## config.mk

```make
export PLATFORM = sky130hd
export DESIGN_NAME = result_write_arbiter
export DESIGN_NICKNAME = d
export VERILOG_FILES = /design/src/rtl/result_write_arbiter.sv
export SDC_FILE = /design/constraint.sdc
export NUM_CORES = 1
export LEC_CHECK = 0
export CAP_MARGIN = 20
export CORE_MARGIN = 2
export CORE_UTILIZATION = 31
export CTS_CLUSTER_DIAMETER = 50
export DETAILED_ROUTE_END_ITERATION = 7
export PLACE_DENSITY_LB_ADDON = 0.1
export SLEW_MARGIN = 20
export SYNTH_ARGS = -nofsm -noshare
export SYNTH_HDL_FRONTEND = slang
export SYNTH_SLANG_ARGS = --single-unit
```

## constraint.sdc

```tcl
create_clock -name clk -period 2.96 [get_ports clk]
set_input_delay 0.74 -clock clk [delete_from_list [all_inputs] [get_ports clk]]
set_output_delay 0.74 -clock clk [all_outputs]
set_load 0.01 [all_outputs]
```

## src/rtl/result_write_arbiter.sv

```systemverilog
// Two-lane result writer: per-lane FIFOs drained by a round-robin scheduler into one registered RAM write port.
// Optional RESULT_ARB_FIXED_PRIO_EN: lane 0 always wins under contention (no round-robin pointer).
module result_write_arbiter #(
  parameter int DATA_W          = 19,
  parameter int ADDR_W          = 6,
  parameter int FIFO_DEPTH      = 4,
  parameter int EXPECTED_WRITES = 64
) (
  input  logic              clk,
  input  logic              reset,
  input  logic              clear,
  input  logic              in0_valid,
  output logic              in0_ready,
  input  logic [ADDR_W-1:0] in0_addr,
  input  logic [DATA_W-1:0] in0_data,
  input  logic              in1_valid,
  output logic              in1_ready,
  input  logic [ADDR_W-1:0] in1_addr,
  input  logic [DATA_W-1:0] in1_data,
  output logic              wr_en,
  output logic [ADDR_W-1:0] wr_addr,
  output logic [DATA_W-1:0] wr_data,
  output logic [10:0]       write_count,
  output logic              busy,
  output logic              done
);

  localparam int PTR_W = (FIFO_DEPTH > 1) ? $clog2(FIFO_DEPTH) : 1;
  localparam int CNT_W = PTR_W + 1;
  localparam int ENT_W = ADDR_W + DATA_W;
  localparam logic [CNT_W-1:0] FULL_CNT = CNT_W'(FIFO_DEPTH);
  localparam logic [CNT_W-1:0] CNT_ONE  = CNT_W'(1);
  localparam logic [PTR_W-1:0] PTR_ONE  = PTR_W'(1);
  localparam logic [10:0]      DONE_CNT = 11'(EXPECTED_WRITES);

  logic             restart;
  logic [ENT_W-1:0] mem0 [FIFO_DEPTH];
  logic [ENT_W-1:0] mem1 [FIFO_DEPTH];
  logic [PTR_W-1:0] wp0, rp0, wp1, rp1;
  logic [CNT_W-1:0] cnt0, cnt1;
  logic             ne0, ne1, full0, full1;
  logic             push0, push1;
  logic             grant0, grant1;
  logic [ENT_W-1:0] head0, head1;

  assign restart = reset | clear;

  // Handshake: a lane transfers on a rising edge where valid && ready; ready comes
  // only from registered state (FIFO full, done), and the producer holds
  // addr/data stable while valid && !ready.
  assign full0     = (cnt0 == FULL_CNT);
  assign full1     = (cnt1 == FULL_CNT);
  assign ne0       = (cnt0 != '0);
  assign ne1       = (cnt1 != '0);
  assign in0_ready = !full0 && !done;
  assign in1_ready = !full1 && !done;
  assign push0     = in0_valid && in0_ready;
  assign push1     = in1_valid && in1_ready;
  assign head0     = mem0[rp0];
  assign head1     = mem1[rp1];
  assign busy      = ne0 | ne1 | wr_en;

  // Storage needs no reset: pointers and counts define what is valid.
  always_ff @(posedge clk) begin
    if (push0) mem0[wp0] <= {in0_addr, in0_data};
    if (push1) mem1[wp1] <= {in1_addr, in1_data};
  end

  always_ff @(posedge clk) begin
    if (restart) begin
      wp0  <= '0;
      rp0  <= '0;
      cnt0 <= '0;
    end else begin
      if (push0)  wp0 <= wp0 + PTR_ONE;
      if (grant0) rp0 <= rp0 + PTR_ONE;
      case ({push0, grant0})
        2'b10:   cnt0 <= cnt0 + CNT_ONE;
        2'b01:   cnt0 <= cnt0 - CNT_ONE;
        default: cnt0 <= cnt0;
      endcase
    end
  end

  always_ff @(posedge clk) begin
    if (restart) begin
      wp1  <= '0;
      rp1  <= '0;
      cnt1 <= '0;
    end else begin
      if (push1)  wp1 <= wp1 + PTR_ONE;
      if (grant1) rp1 <= rp1 + PTR_ONE;
      case ({push1, grant1})
        2'b10:   cnt1 <= cnt1 + CNT_ONE;
        2'b01:   cnt1 <= cnt1 - CNT_ONE;
        default: cnt1 <= cnt1;
      endcase
    end
  end

`ifdef RESULT_ARB_FIXED_PRIO_EN
  always_comb begin
    grant0 = 1'b0;
    grant1 = 1'b0;
    if (!done) begin
      grant0 = ne0;
      grant1 = ne1 && !ne0;
    end
  end
`else
  logic pref1;  // 1: lane 1 is preferred on the next contended cycle

  always_comb begin
    grant0 = 1'b0;
    grant1 = 1'b0;
    if (!done) begin
      grant0 = ne0 && (!ne1 || !pref1);
      grant1 = ne1 && !grant0;
    end
  end

  always_ff @(posedge clk) begin
    if (restart)     pref1 <= 1'b0;
    else if (grant0) pref1 <= 1'b1;
    else if (grant1) pref1 <= 1'b0;
  end
`endif

  // Once done is set no further grants occur, so the count cannot pass the target.
  always_ff @(posedge clk) begin
    if (restart) begin
      wr_en       <= 1'b0;
      wr_addr     <= '0;
      wr_data     <= '0;
      write_count <= '0;
      done        <= 1'b0;
    end else begin
      wr_en <= grant0 | grant1;
      if (grant0) begin
        wr_addr <= head0[ENT_W-1:DATA_W];
        wr_data <= head0[DATA_W-1:0];
      end else if (grant1) begin
        wr_addr <= head1[ENT_W-1:DATA_W];
        wr_data <= head1[DATA_W-1:0];
      end
      if (grant0 | grant1) begin
        if (write_count != DONE_CNT) write_count <= write_count + 11'd1;
        if ((write_count + 11'd1) == DONE_CNT) done <= 1'b1;
      end
    end
  end

endmodule

```

# == Word level (Yosys, flattened, before mapping) ==
# Memory sizes are Yosys's and may differ from the RTL's. A register that Yosys moved wholly into a read port is not among the register bits.
# Index checks and enable logic that the tools add are counted.
# op_classes
add_sub_neg,9
eq_ne,8
muxes,18
bitwise,4
reduce_logical,20
# op_table
op,n
two-way mux 19 bit,2
two-way mux 6 bit,2
case mux 3 bit (2 select lines),2
adder 11 x 1 -> 11 bit (second input constant),1
== test 11 x 7 -> 1 bit (second input constant),1
!= test 11 x 7 -> 1 bit (second input constant),1
adder 2 x 1 -> 2 bit (second input constant),4
two-way mux 1 bit,8
two-way mux 2 bit,4
adder 3 x 1 -> 3 bit (second input constant),2
== test 3 bit (second input constant),2
logical AND 1 bit,6
zero test 1 bit,6
nonzero test 2 bit,3
nonzero test 3 bit,2
subtractor 3 x 1 -> 3 bit (second input constant),2
== test 2 x 1 -> 1 bit (second input constant),2
== test 2 bit (second input constant),2
OR 1 bit,4
AND reduction 2 bit,2
logical OR 1 bit,1
# totals
reg_bits,53
mem_bits_rw,200
input_bits,55
output_inout_bits,41
wordCells,73
n_memories,2
# mem_list
memory,depth,width,read_ports,rd_ports_with_merged_regs,wr,line,rtl
mem0,4,25,1,1,1,37,logic [ENT_W-1:0] mem0 [FIFO_DEPTH];
mem1,4,25,1,1,1,38,logic [ENT_W-1:0] mem1 [FIFO_DEPTH];

# == Logic depth before layout (Yosys ltp) ==
# depth
depth_word,9
depth_mapped,10
depth_no_buf,10

# == Worst setup path before layout ==
# Ideal clock, no wire load.
# synth_path
path_kind,register to register
start,register cnt1[2]
end,register cnt0[2]
setup_ps,71
arrival_time_ps,2443
required_time_ps,2889
path_slack_ps,447
path_stages_with_launch,11
path_buffers,2
synth_period_minus_slack_ps,2513
path_cell_list,dfxtp_1 -> or3_4 -> a211oi_2 -> buf_6 -> buf_12 -> ha_1 -> inv_1 -> fa_1 -> xor2_1 -> or3_1 -> a21oi_1
# synth_between
elab_chain_cells,7
elab_cells_between_ends,9
cone_classes,eq/ne (2); mux (2); reduce/logical (5)
# synth_lines
item,line,rtl
from (decl),40,"logic [CNT_W-1:0] cnt0, cnt1;"
from (signal assigned),94,2'b10: cnt1 <= cnt1 + CNT_ONE;
from (signal assigned),95,2'b01: cnt1 <= cnt1 - CNT_ONE;
from (signal assigned),96,default: cnt1 <= cnt1;
nonzero test 3 bit *,54,assign ne1 = (cnt1 != '0);
zero test 1 bit *,117,grant0 = ne0 && (!ne1 || !pref1);
logical OR 1 bit *,117,
logical AND 1 bit *,117,
two-way mux 1 bit *,116,if (!done) begin
named net grant0,43,"logic grant0, grant1;"
== test 2 x 1 -> 1 bit or == test 2 bit (tied branches),77,"case ({push0, grant0})"
case mux 3 bit (2 select lines) or nonzero test 2 bit (tied branches),-,
to (signal assigned),78,2'b10: cnt0 <= cnt0 + CNT_ONE;
to (signal assigned),79,2'b01: cnt0 <= cnt0 - CNT_ONE;
to (signal assigned),80,default: cnt0 <= cnt0;
to (decl),40,
# The timed path passes the listed nets; every way through them passes the cells marked *.
# A chain may end at the register's enable or synchronous reset.

# == Worst setup path in the final report ==
# layout_path
start,register cnt1[2]
end,output busy
# layout_between
elab_chain_cells,3
# layout_lines
item,line,rtl
nonzero test 3 bit,54,
OR 1 bit (2 in a row),61,assign busy = ne0 | ne1 | wr_en;
to (decl),24,"output logic busy,"
# Every way passes these cells.

==> results <==
- The flow ran to the end, and the final reports show no timing, DRC or antenna violations.
- The number of DRC markers in iteration 0 is 257.
- The routability-driven placement congestion ratio is 0.706.
- The number of nets in the synthesized netlist is 630.
- For the worst setup path, the data required time is 2.22 ns.
- The min-delay analysis places its worst path in the category reg2reg.
- The signal on the critical path passes through or3_4 -> or3_1 -> clkdlybuf4s50_1.
- In this run, synthesis inferred 200 flip-flops with an integrated enable.
- The startpoint type of the worst setup path is a flop.
- The layout-stage area growth over the synthesis result is 26.5%.
- The number of global-route vias before repair is 5,593.
- The highest cell delay on the worst timing path is 0.49 ns.
- The post-DP HPWL is 13.6 mm.
- Synthesis handed over a netlist of 561 instances.
- The number of gates given a new drive strength after cts is 0.
- The number of hold buffers added after CTS is 0.
- In this run the biggest area consumer among cell types represents 60.6% of the synthesized area.
- The share of cells above drive strength 1 is 17.7%.
- The buffer levels on the longest clock path is 3.
- During synthesis, Yosys emitted a total of 0 warnings.
- The final worst clock skew is 0.0109 ns.
- The final critical delay including setup and external delays is 2.84 ns.
- The per-cell routed wire length is 19.9 um.
- The register cell area after layout is 7150 sq um.
- For this configuration, the core starts out at a cell density of 31.4%.
- The first detailed-routing pass took 4 iterations.
- IR analysis of the VDD net gives a maximum drop of 338 uV.
- Of all cell types, the one taking the most synthesized area is sky130_fd_sc_hd__edfxtp_1.
- The maximum fanout encountered on the critical timing path is 4.
- The number of nets in the layout is 749.
- Ranked by total cell area, the synthesized netlist is headed by sky130_fd_sc_hd__edfxtp_1, sky130_fd_sc_hd__dfxtp_1, sky130_fd_sc_hd__mux4_2.
- The count of inserted antenna diode cells is 0.
- The total global-route track usage is 13.5%.
- The arrival time of data at the critical path endpoint is 2.10 ns.
- The die extent in x is 183 um.
- The area of the core region is 31,600 sq um.
- For this run, the register share of the synthesized area comes to 72.1%.
- TritonCTS created 34 clock buffers.
- The H-tree was split into 2 levels.
- Wires add up to 22.0 mm.
- The average footprint of a synthesized cell is 17.7 sq um.
- The global-route wire length before repair is 33.5 mm.
- Setup violations remaining at the end of the flow were counted as 0.
- The tool flagged a number of max-cap violations equal to 0.
- Post-CTS timing repair inserted 0 buffers for setup.
- For the pin with the worst max-slew slack, the measured transition is 0.759 ns.
- The total design power is 9.14 mW.
- TritonCTS built the clock tree.
- In the final timing run, aggregate negative setup slack is 0 ns.
- For this run, the top clock speed supported by timing is 352 MHz.
- The floorplan step defined a die boundary enclosing 33,400 sq um.
- The number of library cell types mapped by synthesis is 38.
- Entering global routing, the biggest net connects 44 pins.
- After synthesis, the share of flip-flops with an asynchronous set or reset is 0%.
- The area of the multi-input gates is 2570 sq um.
- The leakage dissipation is 4.05 nW.
- The number of nets with antenna violations after detailed routing is 0.
- Setup repair after global routing left no endpoint under its margin.
- The post-route fraction of the period consumed by the critical path is 96.1%.
- The most frequently used flop master after synthesis is sky130_fd_sc_hd__edfxtp_1.
- In this run the cell area of the synthesized design comes to 9910 sq um.
- The placement row count is 65.
- The routed layout has 5,254 vias.
- The number of top-level design ports is 96.
- The critical path is of the reg2out type.
- Using the TritonRoute via totals, the vias-per-cell ratio works out to 4.75.
- The number of hold-slack violations in the final timing report is 0.
- The post-synthesis sequential element count is 257.
- The remaining max-slew budget at the tightest pin is 49.4%.
- The initial antenna violation count came to 2.
- The floorplan die height is 183 um.
- The residual DRC count is 0.
- Dividing total power by cell area gives a power density of 730 nW/um^2.
- For the worst-skew pair, the clock arrives at the later sink with an insertion delay of 0.49 ns.
- The remaining global-route overflow is 0.
- The max-slew violation total from the final report is 0.
- The number of port buffers is 95.
- On the critical path, the stage with the largest delay is an instance of sky130_fd_sc_hd__clkdlybuf4s50_1.
- The filler cells instantiated in the layout total 2,923.
- STA classifies the critical path endpoint as an output pin.
- The total clock sinks is 257.
- Clock tree synthesis selected as its root buffer the cell sky130_fd_sc_hd__clkbuf_16.
- After clock tree synthesis, the clock-pin slew on the worst setup and hold paths is 0.05 ns.
[sequential cells by signal (all words and copies together) (netlist names), 3 cells and up, named ones only]
register	flops
cnt0	3
cnt1	3
mem0	100
mem1	100
wr_addr	6
wr_data	19
write_count	11
[cells by family (layout without fill, tap and decap cells)]
kind of cell / Yosys count / count (layout) / share of synthesized area (%)
flops: 257 / 257 / 72.1
simple gates: 101 / 101 / 4.66
mux: 78 / 78 / 14.2
compound gates: 47 / 47 / 3.32
buf+inv: 44 / 188 / 2.02
xor+xnor: 20 / 20 / 1.77
fa+ha+maj: 14 / 14 / 1.92
[stage by stage]
stage | setup WS [ns] | hold WS (ns) | cell area [sq um] | utilization [%] | std cells
after floorplan | 0.447 | 0.471 | 9910 | - | 561
after global placement | 0.244 | 0.482 | 11400 | 36.1 | 1046
after detailed placement | 0.142 | 0.498 | 11400 | 36.1 | 1046
after CTS | 0.0935 | 0.506 | 12500 | 39.7 | 1107
after global routing | 0.0403 | 0.537 | 12500 | 39.7 | 1107
final | 0.116 | 0.500 | 12500 | 39.7 | 1107
[worst paths after layout]
check	startpoint	endpoint	slack (ns)	cells after the start
setup / recovery	cnt1[2]	busy	0.12	3
hold / removal	wr_addr[0]	wr_addr[0]	0.50	2
setup reg to reg	cnt1[2]	cnt0[2]	0.51	8
hold reg to reg	wr_addr[0]	wr_addr[0]	0.50	2
[Yosys cell counts, types with 7 or more instances]
master,count
sky130_fd_sc_hd__mux4_2,50
sky130_fd_sc_hd__a21oi_1,7
sky130_fd_sc_hd__edfxtp_1,200
sky130_fd_sc_hd__mux2i_1,27
sky130_fd_sc_hd__a211oi_1,26
sky130_fd_sc_hd__inv_1,15
sky130_fd_sc_hd__ha_1,12
sky130_fd_sc_hd__nor2_1,55
sky130_fd_sc_hd__xor2_1,14
sky130_fd_sc_hd__nand2_1,8
sky130_fd_sc_hd__nand3_1,11
sky130_fd_sc_hd__and3_1,8
sky130_fd_sc_hd__clkbuf_1,15
sky130_fd_sc_hd__dfxtp_1,57
[metal layers]
layer	share of wire, %	GRT usage (%)
met1	44	17.4
met2	49	22.9
met3	5.1	3.00
met4	2.4	4.13
met5	0.095	0
[critical path, delay by kind of cell (launching register included)]
kind / cells / cell delay (ns)
DFF: 1 / 0.33
buffers and inverters: 1 / 0.49
and+or+nand+nor: 2 / 0.80
[area by class of cell]
type	count	share of cell area (%)
multi-input combinational	260	20.5
timing repair buffer	111	8.84
inverter	16	0.479
tap	402	4.01
clock inverter	13	1.31
clock buffer	48	7.79
sequential	257	57.0
[report_power, final]
| part | switching [mW] | internal (mW) |
|---|---|---|
| Clock | 1.51 | 2.58 |
| Combinational | 0.497 | 0.447 |
| Sequential | 0.0757 | 4.04 |
| Total | 2.08 | 7.06 |
[cells in the final DEF (no fill, tap or decap), types with 2 or more instances in the layout]
cell type and count:
sky130_fd_sc_hd__nor2_1 55, sky130_fd_sc_hd__buf_4 13, sky130_fd_sc_hd__nand4_1 3, sky130_fd_sc_hd__clkbuf_16 36
sky130_fd_sc_hd__mux4_2 50, sky130_fd_sc_hd__clkbuf_8 3, sky130_fd_sc_hd__buf_12 3, sky130_fd_sc_hd__fa_1 2
sky130_fd_sc_hd__nor3_1 5, sky130_fd_sc_hd__mux2i_1 27, sky130_fd_sc_hd__and2_1 3, sky130_fd_sc_hd__a31oi_1 3
sky130_fd_sc_hd__nand3_1 11, sky130_fd_sc_hd__clkbuf_1 9, sky130_fd_sc_hd__dfxtp_1 55, sky130_fd_sc_hd__inv_6 3
sky130_fd_sc_hd__a21oi_1 7, sky130_fd_sc_hd__dfxtp_2 2, sky130_fd_sc_hd__or3_1 5, sky130_fd_sc_hd__xor2_1 14
sky130_fd_sc_hd__o21ai_0 5, sky130_fd_sc_hd__inv_1 15, sky130_fd_sc_hd__clkdlybuf4s50_1 95, sky130_fd_sc_hd__and3_1 8
sky130_fd_sc_hd__ha_1 12, sky130_fd_sc_hd__nand2_1 8, sky130_fd_sc_hd__xnor2_1 6, sky130_fd_sc_hd__clkinv_2 4
sky130_fd_sc_hd__edfxtp_1 200, sky130_fd_sc_hd__bufinv_16 3, sky130_fd_sc_hd__a211oi_1 26
No activity file was read; power rests on OpenSTA's default activity.
